## config.mk

```make
export PLATFORM = sky130hd
export DESIGN_NAME = sens_bram_rd_arbiter
export DESIGN_NICKNAME = d
export VERILOG_FILES = /design/src/rtl/sens_bram_rd_arbiter.sv
export SDC_FILE = /design/constraint.sdc
export NUM_CORES = 1
export LEC_CHECK = 0
export CORE_MARGIN = 2
export CORE_UTILIZATION = 44
export DETAILED_ROUTE_END_ITERATION = 10
export HOLD_SLACK_MARGIN = 0.1
export PLACE_DENSITY = 0.77
export SYNTH_ARGS = -nofsm -noshare
export SYNTH_HDL_FRONTEND = slang
export SYNTH_SLANG_ARGS = --single-unit
```

## constraint.sdc

```tcl
create_clock -name clk -period 3 [get_ports clk]
set_input_delay 0.6 -clock clk [delete_from_list [all_inputs] [get_ports clk]]
set_output_delay 0.6 -clock clk [all_outputs]
set_load 0.05 [all_outputs]
```

## src/rtl/sens_bram_rd_arbiter.sv

```systemverilog
`default_nettype none
// ============================================================================
// Module   : sens_bram_rd_arbiter
// Purpose  : Three-way read arbiter for the sensor BRAM. The arbiter issues
//            one read per cycle. It uses round-robin ownership with a
//            bounded burst length and blocks new grants while the
//            sensor-frame writer owns the BRAM. Read data returns in accept
//            order, tagged one-hot to the requester that issued the read.
// Ports    : clk, rst          - clock, synchronous active-high reset
//            req[2:0]          - read requests (0 surface IC, 1 plane IC, 2 AXI)
//            addr[3*ADDR_W-1:0]- per-requester read addresses
//            gnt[2:0]          - one-hot combinational grant (req&gnt = accept)
//            wr_busy           - writer owns the BRAM, no new grants
//            bram_en/bram_addr - registered BRAM read port
//            bram_dout         - BRAM read data (RD_LAT after bram_en)
//            rvalid[2:0]/rdata - registered, tagged read response
//            busy              - accepted reads still outstanding
// Revision : 1.0 - initial release
// ============================================================================
module sens_bram_rd_arbiter #(
   parameter int ADDR_W    = 9,
   parameter int DATA_W    = 16,
   parameter int RD_LAT    = 2,
   parameter int MAX_BURST = 8
) (
   input  logic                  clk,
   input  logic                  rst,
   input  logic [2:0]            req,
   input  logic [3*ADDR_W-1:0]   addr,
   output logic [2:0]            gnt,
   input  logic                  wr_busy,
   output logic                  bram_en,
   output logic [ADDR_W-1:0]     bram_addr,
   input  logic [DATA_W-1:0]     bram_dout,
   output logic [2:0]            rvalid,
   output logic [DATA_W-1:0]     rdata,
   output logic                  busy
);

   // Burst counter must be able to hold MAX_BURST itself.
   localparam int CNT_W = $clog2(MAX_BURST + 1);
   localparam logic [CNT_W-1:0] C_MAX_BURST = CNT_W'(MAX_BURST);
   localparam logic [CNT_W-1:0] C_ONE       = CNT_W'(1);

   // Owner encoding: requesters 0..2, plus a distinct "none" code.
   localparam logic [1:0] OWN_NONE = 2'd3;
   localparam logic [1:0] LAST_RST = 2'd2;

   // -------------------------------------------------------------------------
   // Address slices
   // -------------------------------------------------------------------------
   logic [ADDR_W-1:0] addr_slice [3];

   for (genvar gi = 0; gi < 3; gi++) begin : g_addr
      assign addr_slice[gi] = addr[gi*ADDR_W +: ADDR_W];
   end

   // -------------------------------------------------------------------------
   // State
   // -------------------------------------------------------------------------
   logic [1:0]        owner_q,      owner_d;
   logic [1:0]        last_owner_q, last_owner_d;
   logic [CNT_W-1:0]  burst_cnt_q,  burst_cnt_d;

   logic              bram_en_q,    bram_en_d;
   logic [ADDR_W-1:0] bram_addr_q,  bram_addr_d;

   // Tag pipeline: stage 0 lines up with the registered bram_en cycle and
   // stage RD_LAT lines up with valid bram_dout.
   logic [RD_LAT:0]   tag_vld_q,    tag_vld_d;
   logic [1:0]        tag_id_q [RD_LAT+1];
   logic [1:0]        tag_id_d [RD_LAT+1];

   logic [2:0]        rvalid_q,     rvalid_d;
   logic [DATA_W-1:0] rdata_q,      rdata_d;

   // -------------------------------------------------------------------------
   // Round-robin helpers
   // -------------------------------------------------------------------------
   function automatic logic [1:0] next3(input logic [1:0] i);
      next3 = (i == 2'd2) ? 2'd0 : i + 2'd1;
   endfunction

   // Search base+1, base+2, base+3 (== base) mod 3; returns {found, index}.
   function automatic logic [2:0] rr_pick(input logic [1:0] base,
                                          input logic [2:0] mask);
      logic [1:0] c;
      rr_pick = 3'b000;
      c       = base;
      for (int s = 0; s < 3; s++) begin
         c = next3(c);
         if (mask[c] && !rr_pick[2]) begin
            rr_pick = {1'b1, c};
         end
      end
   endfunction

   // -------------------------------------------------------------------------
   // Arbitration
   // -------------------------------------------------------------------------
   logic [3:0] req_ext;
   logic [3:0] gnt_w;
   logic       own_req;
   logic [1:0] base;
   logic [2:0] pick;
   logic [2:0] others;

   // Padding with a zero lets owner "none" index a request that is never set.
   assign req_ext = {1'b0, req};
   assign own_req = req_ext[owner_q];
   assign others  = (owner_q == OWN_NONE) ? 3'b000
                                          : (req & ~(3'b001 << owner_q));

   always_comb begin
      gnt_w        = 4'b0000;
      owner_d      = owner_q;
      last_owner_d = last_owner_q;
      burst_cnt_d  = burst_cnt_q;
      base         = last_owner_q;
      pick         = 3'b000;

      if (!rst && !wr_busy) begin
         if (own_req) begin
            if (burst_cnt_q < C_MAX_BURST) begin
               gnt_w[owner_q] = 1'b1;
               burst_cnt_d    = burst_cnt_q + C_ONE;
            end else begin
               // Burst exhausted: hand over if anyone else is waiting,
               // otherwise restart the burst for the same owner.
               pick = rr_pick(owner_q, others);
               if (pick[2]) begin
                  gnt_w[pick[1:0]] = 1'b1;
                  owner_d          = pick[1:0];
                  last_owner_d     = owner_q;
               end else begin
                  gnt_w[owner_q] = 1'b1;
               end
               burst_cnt_d = C_ONE;
            end
         end else begin
            // Owner released (or there was none): re-arbitrate in the same
            // cycle so a release costs no idle bubble.
            if (owner_q != OWN_NONE) begin
               base         = owner_q;
               last_owner_d = owner_q;
            end
            pick = rr_pick(base, req);
            if (pick[2]) begin
               gnt_w[pick[1:0]] = 1'b1;
               owner_d          = pick[1:0];
               burst_cnt_d      = C_ONE;
            end else begin
               owner_d     = OWN_NONE;
               burst_cnt_d = '0;
            end
         end
      end
   end

   assign gnt = gnt_w[2:0];

   // -------------------------------------------------------------------------
   // Read issue and response pipeline
   // -------------------------------------------------------------------------
   logic       accept;
   logic [1:0] gnt_idx;

   // Grants are only ever given to active requesters, so any grant is an accept.
   assign accept  = |gnt;
   assign gnt_idx = gnt[2] ? 2'd2 : (gnt[1] ? 2'd1 : 2'd0);

   always_comb begin
      bram_en_d   = accept;
      bram_addr_d = accept ? addr_slice[gnt_idx] : bram_addr_q;

      tag_vld_d   = {tag_vld_q[RD_LAT-1:0], accept};
      tag_id_d    = tag_id_q;
      tag_id_d[0] = gnt_idx;
      for (int j = 1; j <= RD_LAT; j++) begin
         tag_id_d[j] = tag_id_q[j-1];
      end

      rvalid_d = 3'b000;
      rdata_d  = rdata_q;
      if (tag_vld_q[RD_LAT]) begin
         rvalid_d = 3'b001 << tag_id_q[RD_LAT];
         rdata_d  = bram_dout;
      end
   end

   // -------------------------------------------------------------------------
   // Registers
   // -------------------------------------------------------------------------
   always_ff @(posedge clk) begin
      if (rst) begin
         owner_q      <= OWN_NONE;
         last_owner_q <= LAST_RST;
         burst_cnt_q  <= '0;
         bram_en_q    <= 1'b0;
         bram_addr_q  <= '0;
         tag_vld_q    <= '0;
         for (int j = 0; j <= RD_LAT; j++) begin
            tag_id_q[j] <= 2'd0;
         end
         rvalid_q     <= 3'b000;
         rdata_q      <= '0;
      end else begin
         owner_q      <= owner_d;
         last_owner_q <= last_owner_d;
         burst_cnt_q  <= burst_cnt_d;
         bram_en_q    <= bram_en_d;
         bram_addr_q  <= bram_addr_d;
         tag_vld_q    <= tag_vld_d;
         tag_id_q     <= tag_id_d;
         rvalid_q     <= rvalid_d;
         rdata_q      <= rdata_d;
      end
   end

   assign bram_en   = bram_en_q;
   assign bram_addr = bram_addr_q;
   assign rvalid    = rvalid_q;
   assign rdata     = rdata_q;

   // Outstanding reads live either in the tag pipeline or in the response
   // register; covering both keeps busy high through the last rvalid cycle.
   assign busy = (|tag_vld_q) | (|rvalid_q);

endmodule
`default_nettype wire
```

---- Word level (Yosys, flattened, before mapping) ----
Cells that the tools add are included.
operators by class
  shift-type cells ........................ 2
  $add $sub $neg .......................... 7
  div/mod/pow operators ................... 0
  bitwise gates (word level) .............. 5
  $mul .................................... 0
  reductions and logical operators ........ 19
  multiplexer cells ....................... 71
  equal/unequal tests ..................... 10
  magnitude comparators ................... 14
operators by type and width
  cell                                                        number
  2-to-1 mux 3 bit                                            27
  2-to-1 mux 2 bit                                            17
  less-than comparator 2 x 3 -> 1 bit, second input constant  9
  binary-select mux 9 bit (select 2 bit)                      1
  2-to-1 mux 9 bit                                            2
  binary-select mux 1 bit (select 2 bit)                      7
  == test 2 bit, second input constant                        7
  adder 2 x 1 -> 2 bit, second input constant                 6
  2-to-1 mux 1 bit                                            12
  OR reduction 3 bit                                          3
  logical AND 1 bit                                           8
  2-to-1 mux 4 bit                                            2
  demux 1 bit (select 2 bit)                                  3
  >= comparator 2 x 1 -> 1 bit, second input constant         3
  logical NOT 1 bit                                           6
  << shifter 1 x 2 -> 3 bit, first input constant             2
  adder 4 x 1 -> 4 bit, second input constant                 1
  less-than comparator 4 bit, second input constant           1
  inequality test 2 bit, second input constant                2
  bitwise AND 3 bit                                           1
  >= comparator 3 bit, second input constant                  1
  NOT 2 -> 3 bit                                              1
  NOT 3 bit                                                   1
  AND reduction 3 bit                                         1
  other kinds (4)                                             4
word-level totals
  register bits after elaboration ......... 46
  output and inout port bits .............. 33
  memory bits (read-only) ................. 0
  latch bits .............................. 0
  RAM bits ................................ 0
  memories ................................ 0

---- Longest topological paths before layout ----
Gate-level depths: netlist of the first run.
  depth in word-level cells ............... 36
  depth in mapped cells ................... 11
  mapped depth without buffers ............ 8

---- Worst setup path after synthesis of the first run ----
Ideal clock, no wire load.
  path type ............................... input port to output port
  start point ............................. input port req[0]
  end point ............................... output port gnt[0]
  stages on the path ...................... 8
  data arrival time ....................... 2143 ps
  path buffers ............................ 2
  path slack .............................. 257 ps
  required time ........................... 2400 ps
  cell sequence ........................... buf_2 -> o21ai_1 -> a21oi_1 -> a311oi_2 -> a21oi_1 -> or4_1 -> buf_6 -> clkinv_8
between the ends
  word-level cells in the longest chain between the ends .. 28
  elaborated cells on any way between the ends .. 60
  classes of those cells .................. order compare: 4; mux: 45; bitwise: 1; reduce/logical: 10
RTL lines
  item                                                                                                              RTL line  RTL
  from (decl)                                                                                                       28        input logic [2:0] req,
  bitwise AND 3 bit                                                                                                 112       : (req & ~(3'b001 << owner_q));
  2-to-1 mux 3 bit                                                                                                  111       assign others = (owner_q == OWN_NONE) ? 3'b000
  binary-select mux 1 bit (select 2 bit)                                                                            92        if (mask[c] && !rr_pick[2]) begin
  2-to-1 mux 1 bit (implied by the code)                                                                            92
  2-to-1 mux 3 bit                                                                                                  92
  2-to-1 mux 3 bit                                                                                                  124       if (burst_cnt_q < C_MAX_BURST) begin
  2-to-1 mux 3 bit                                                                                                  123       if (own_req) begin
  2-to-1 mux 3 bit                                                                                                  122       if (!rst && !wr_busy) begin
  [... 12 more ...]                                                                                                 n/a
  less-than comparator 2 x 3 -> 1 bit (implied by the code) / >= comparator 2 x 1 -> 1 bit (equally long branches)  132       gnt_w[pick[1:0]] = 1'b1;
  logical AND 1 bit (implied by the code)                                                                           132
  2-to-1 mux 1 bit (implied by the code)                                                                            132
  demux 1 bit (select 2 bit)                                                                                        132
  2-to-1 mux 3 bit                                                                                                  131       if (pick[2]) begin
  2-to-1 mux 3 bit                                                                                                  124
  2-to-1 mux 3 bit (*)                                                                                              123
  2-to-1 mux 3 bit (*)                                                                                              122
  to (decl)                                                                                                         30        output logic [2:0] gnt,
Every way passes the cells marked *; elsewhere a longest branch is shown, timed or not. The select of a mux whose other input is x is not followed.

---- Worst setup path in the final report of the first run ----
  start point ............................. input port req[1]
  end point ............................... output port gnt[0]
The elaborated chain is that of the path after synthesis.

==> run metrics, run 1 <==
status completed; first drt pass iteration count 5; final RePlAce weighted congestion 0.9154; Max FO, Critical Path 8; pin count of the biggest net entering global routing 44; Register-to-Register Path Depth 11; Hold Path Sink tag_id_d[0]; initial drt markers 233; Overall Power 1884 µW; reg2reg end bram_addr[5]; internal cell power 1234 µW; root cell of the clock tree clkbuf_8; Routed WL 6.329 mm; count leader, synth dfxtp_1; Critical Path Sink Type primary output; Rows 25; Ports 82; clock sink total 45; EDFF count, synth 0; MaxCap Viol Count 0; Remaining DRCs 0; # H-tree levels 2; Port Buffers 81; worst path required time 2.40 ns; post-synthesis sequential area ratio 0.4027; Distinct cells, synth 54; GR Util All Layers 0.2243; vias 2291; initial antenna violation count 0; Worst VDD drop 0.0002880 V; post-synth top area cell dfxtp_1; sw power 650.1 µW; Mean Syn Cell Area 9.094 µm²; nets@finish 405; synth top area cells dfxtp_1 (40%), mux2i_1 (8.1%), nor2_1 (4.5%), a21oi_1 (4.3%), buf_6 (3.5%); average vias per placed instance 5.416; gr ovfl total 0; first-pass GRT wire length 9.756 mm; Clock Skew 0.008746 ns; clk_lat worst skew 0.29 ns; Gate power share 0.390; die footprint 5671 µm²; WHS 0.4458 ns; WHS Path Cells 1; Synth top cells by count dfxtp_1 (45), nor2_1 (27), a21oi_1 (19), mux2i_1 (18), nand3_1 (12); Switching Share 0.3451; reg2reg start owner_q[0]; area growth from synthesis to layout 55.15%; Hold Path Origin tag_id_d[2]; Synth warnings 0; Syn Inst Count 246; clock network fraction of total power 0.242; Post-DP HPWL 4.696 mm; leakage power 0.001357 µW; clock transition at the registers of the reported paths 0.09 ns; r2r setup slk 0.42 ns; worst hold path class register to register; proportion of layout cells with a drive suffix above 1 0.2219; vias in the first global route 2078; Hold Violations, Final 0; FMAX 343.0 MHz; Num CTS Buffers 5; DR WL/cell 14.96 µm; CORE AREA 4817 µm²; Syn Nets 296; Startpoint Class input pin; Final ANT Viol Nets 0; die width 75.31 µm; #FFs+latches synth 45; async set or reset register ratio after synthesis 0; worst setup path class input pin to primary output; RSZ-0062 raised after global routing no; cell area power density 542.9 nW/µm²; Max Slew Vio Count 0; Final Critical Period 2.916 ns; ANT cells 0; Synth top area share 0.4027; slew margin rel. 0.4657; Worst-Margin Slew 0.7954 ns; final setup fails 0; Final period util 0.9719; mapped cell area 2237 µm²; Main synth FF type dfxtp_1; Initial Util 0.4644; Max clock buf depth 2; Die Ht 75.31 µm; CTS tree done; Worst EP arrival 2.32 ns; Sequential Power Share 0.368
==> power by group through the flow <==
stage	combinational [µW]	clock [µW]	sequential, µW
finish	735	455	694
global route	783	485	701
CTS	733	467	692
detailed placement	708	0	703
global placement	707	0	702
floorplan	317	0	819
==> cell type report <==
| class | instances | area [µm²] |
|---|---|---|
| Clock buffer | 6 | 72.57 |
| Clock inverter | 2 | 38.79 |
| Fill cell | 392 | 1346 |
| Inverter | 9 | 46.29 |
| Multi-Input combinational cell | 172 | 1179 |
| Sequential cell | 45 | 903.4 |
| Tap cell | 67 | 83.83 |
| Timing Repair Buffer | 122 | 1147 |
==> worst max-delay path by stage <==
stage	slack, ns	end	start
2_1_floorplan	0.26	gnt[0]	req[0]
3_3_place_gp	-0.34	gnt[0]	req[0]
3_5_place_dp	-0.39	gnt[0]	req[0]
4_1_cts	0.03	gnt[0]	req[1]
5_1_grt	0.02	gnt[0]	req[2]
6_report	0.08	gnt[0]	req[1]
==> kinds of logic (layout without fill, tap and decap cells) <==
kind of cell | Yosys count | in the layout | synth area share
AOI/OAI and AO/OA | 62 | 62 | 0.1997
adders and majority gates | 2 | 2 | 0.01007
buffers and inverters | 29 | 139 | 0.08725
DFF | 45 | 45 | 0.4027
muxes | 19 | 19 | 0.08557
and+or+nand+nor | 89 | 89 | 0.2148
==> stage by stage <==
step | std cells | util | setup WS [ns] | TNS (ns) | area, µm²
5_1_grt | 423 | 0.7205 | 0.01935 | 0 | 3471
3_5_place_dp | 412 | 0.6847 | -0.3902 | -2.470 | 3298
6_report | 423 | 0.7205 | 0.08442 | 0 | 3471
4_1_cts | 424 | 0.7221 | 0.03120 | 0 | 3478
2_1_floorplan | 246 | - | 0.2572 | 0 | 2237
3_3_place_gp | 412 | 0.6847 | -0.3366 | -2.230 | 3298
==> cells in the final DEF, fill, tap and decap left out, types with 3 or more instances in the layout <==
cell type / n
nor2b_1: 8
a21oi_1: 17
a222oi_1: 7
nor2_1: 27
nor4b_1: 3
a21oi_2: 3
dfxtp_1: 43
inv_1: 6
a211oi_1: 5
nand2_1: 11
nor3_1: 5
buf_12: 3
nand3_1: 12
buf_4: 39
mux2i_1: 18
clkbuf_8: 5
clkdlybuf4s50_1: 75
nor4_1: 4
o21a_1: 3
o21ai_0: 10
nand3b_1: 3
==> critical path, cell delays in order <==
cell             delay [ns]
clkdlybuf4s15_2        0.25
buf_4                  0.20
nor2_1                 0.07
a221oi_2               0.31
nor2_1                 0.08
or4_4                  0.60
clkinv_8               0.07
buf_12                 0.12
==> sequential cells by signal, indices dropped and copies added (netlist names) <==
name and count:
tag_id_d 4, tag_id_q 2, rdata 16, rvalid 3, tag_vld_q 3, burst_cnt_q 4, owner_q 2, bram_addr 9
last_owner_q 2
==> routing by layer <==
metal | global-route usage | vias to the layer above | wire length (µm)
met4 | 0.07018 | 0 | 88
met5 | 0 | - | 0
met1 | 0.2976 | 1063 | 2650
met3 | 0.08995 | 9 | 652
met2 | 0.3362 | 101 | 2938
li1 | - | 1118 | -
==> what timing repair did <==
action,4_1_cts,5_1_grt
resized for setup,21,5
hold endpoints to repair,0,0
pin swaps,6,3
hold buffers,0,0
buffers inserted,4,0
setup endpoints to repair,3,2
Note: power is estimated with default switching activity, not from simulation.
==> run 2, diff against run 1 <==
--- a/config.mk
+++ b/config.mk
@@ -5,6 +5,7 @@
 export SDC_FILE = /design/constraint.sdc
 export NUM_CORES = 1
 export LEC_CHECK = 0
+export CORE_ASPECT_RATIO = 2
 export CORE_MARGIN = 2
 export CORE_UTILIZATION = 44
 export DETAILED_ROUTE_END_ITERATION = 10
==> run 2 against run 1 <==
Combinational power grew 2%. Sequential power about the same. Final area shrank 0.32%. Utilization fell by 0.94 points. Critical path type unchanged. Critical endpoint unchanged. Largest cell class is now buffers.
==> run metrics, run 2 (synthesis results as in run 1) <==
Post-Route Setup TNS 0 ns (unchanged); Final ANT Viol Nets 0 (unchanged); die footprint 5705 µm² (+0.61%); initial antenna violation count 0 (unchanged); first drt pass iteration count 8 (+3); Post-DP HPWL 5.089 mm (+8.4%); GR Util All Layers 0.2391 (+0.01481); r2r setup slk 0.57 ns (+0.15 ns); hold-fix buffer count after cts 0 (unchanged); Rows 36 (+44%); # H-tree levels 2 (unchanged); most frequent cells in the layout clkdlybuf4s50_1 (75), dfxtp_1 (43), buf_4 (43); Final Critical Period 2.936 ns (+0.02002 ns); Num CTS Buffers 5 (unchanged); vias 2322 (+1.4%); clock transition at the registers of the reported paths 0.08 ns (about the same); worst path required time 2.40 ns (about the same); met2 usage 0.4613 (+0.1250); Routed WL 6.647 mm (+5.0%); Worst VDD drop 0.0005395 V (+87%); final setup fails 0 (unchanged); root cell of the clock tree clkbuf_8; Critical Path Sink Type primary output; footprint of the multi-input gates 1156 µm² (-1.9%); # fillers 399 (+1.8%); Clock Skew 0.003282 ns (-0.005464 ns); clock sink total 45 (unchanged); DR WL/cell 15.98 µm (+6.8%); Max Slew Vio Count 0 (unchanged); Hold Violations, Final 0 (unchanged); Worst-Margin Slew 0.5872 ns (-0.2081 ns); ANT cells 0 (unchanged); final RePlAce weighted congestion 0.9020 (-1.5%); gr ovfl total 0 (unchanged); most used routing layer in global routing met2; initial drt markers 76 (-67%); CTS tree done; FMAX 340.6 MHz (-0.68%); cell area power density 542.1 nW/µm² (-0.15%); met3 usage 0.02714 (-0.06280); Sequential cell area 905.9 µm² (+0.28%); Final period util 0.9785 (+0.006674); die width 54.42 µm (-28%); Ports 82 (unchanged); Remaining DRCs 0 (unchanged); WHS 0.4434 ns (-0.002360 ns); slew margin rel. 0.6055 (+0.1398); worst setup path class input pin to primary output; status completed; clk_lat worst skew 0.29 ns (about the same); Die Ht 104.8 µm (+39%); Startpoint Class input pin; RSZ-0062 raised after global routing no; met1 Use GR 0.2260 (-0.07157); nets@finish 409 (+0.99%); Max FO, Critical Path 5 (-3); area growth from synthesis to layout 54.64%; vias in the first global route 2242 (+7.9%); leakage power 0.001369 µW (+0.87%); most common cell after layout, fill and taps aside clkdlybuf4s50_1; CORE AREA 4865 µm² (+0.99%); Port Buffers 81 (unchanged); pin count of the biggest net entering global routing 44 (unchanged); MaxCap Viol Count 0 (unchanged); worst hold path class register to register; Max clock buf depth 2 (unchanged); max FFs per register 16 (unchanged); proportion of layout cells with a drive suffix above 1 0.2145 (-0.007425); first-pass GRT wire length 10.20 mm (+4.5%); Worst EP arrival 2.34 ns (+0.02 ns); Initial Util 0.4599 (-0.004539); average vias per placed instance 5.582 (+3.1%)
run 2: layout make-up:
cell class | instances | area share
Inverter | 9 | 0.01338
Sequential cell | 45 | 0.2618
Clock buffer | 5 | 0.01989
Timing Repair Buffer | 126 | 0.3400
Multi-Input combinational cell | 172 | 0.3342
Tap cell | 57 | 0.02061
Clock inverter | 2 | 0.01013
run 2: repair_timing:
item | 4_1_cts | 5_1_grt
endpoints found under the hold margin | 0 | 0
endpoints found under the setup margin | 3 | 3
pin swaps | 2 | 5
setup buffers | 3 | 3
gates resized for setup | 10 | 10
run 2: through the flow:
| step | util | setup WS [ns] | std cells | total power (µW) | instance area (µm²) |
|---|---|---|---|---|---|
| detailed placement | 0.6785 | -0.4122 | 404 | 1425 | 3301 |
| finish | 0.7112 | 0.06440 | 416 | 1875 | 3460 |
| global route | 0.7112 | 0.01035 | 416 | 1968 | 3460 |
| global placement | 0.6785 | -0.3823 | 404 | 1412 | 3301 |
| floorplan | - | 0.2572 | 246 | 1135 | 2237 |
| CTS | 0.7045 | 0.002661 | 414 | 1868 | 3427 |
run 2: path summary, 6_finish.rpt:
check,from,end,cells after the start
worst max-delay path,req[2],gnt[0],8
worst min-delay path,tag_id_d[3],tag_id_d[1],1
worst max register to register,owner_q[0],bram_addr[8],9
worst min register to register,tag_id_d[3],tag_id_d[1],1
run 2: layer usage:
layer / vias to the layer above / part of all wire
li1: 1117 / -
met1: 1098 / 0.34
met2: 86 / 0.58
met3: 21 / 0.041
met4: 0 / 0.037
met5: - / 0
run 2: critical path, stage by stage:
cell      delay (ns)
buf_4           0.13
buf_4           0.13
or2b_4          0.25
o311a_1         0.13
o31a_1          0.31
or4_4           0.59
clkinv_8        0.07
buf_12          0.12
run 2: power breakdown:
part / leakage, µW / total [µW] / internal (µW) / switching (µW)
sequential: 0.000366 / 695 / 653 / 41.8
clock: 0.0000540 / 433 / 242 / 191
combinational: 0.000949 / 747 / 343 / 405
total: 0.00137 / 1880 / 1240 / 638
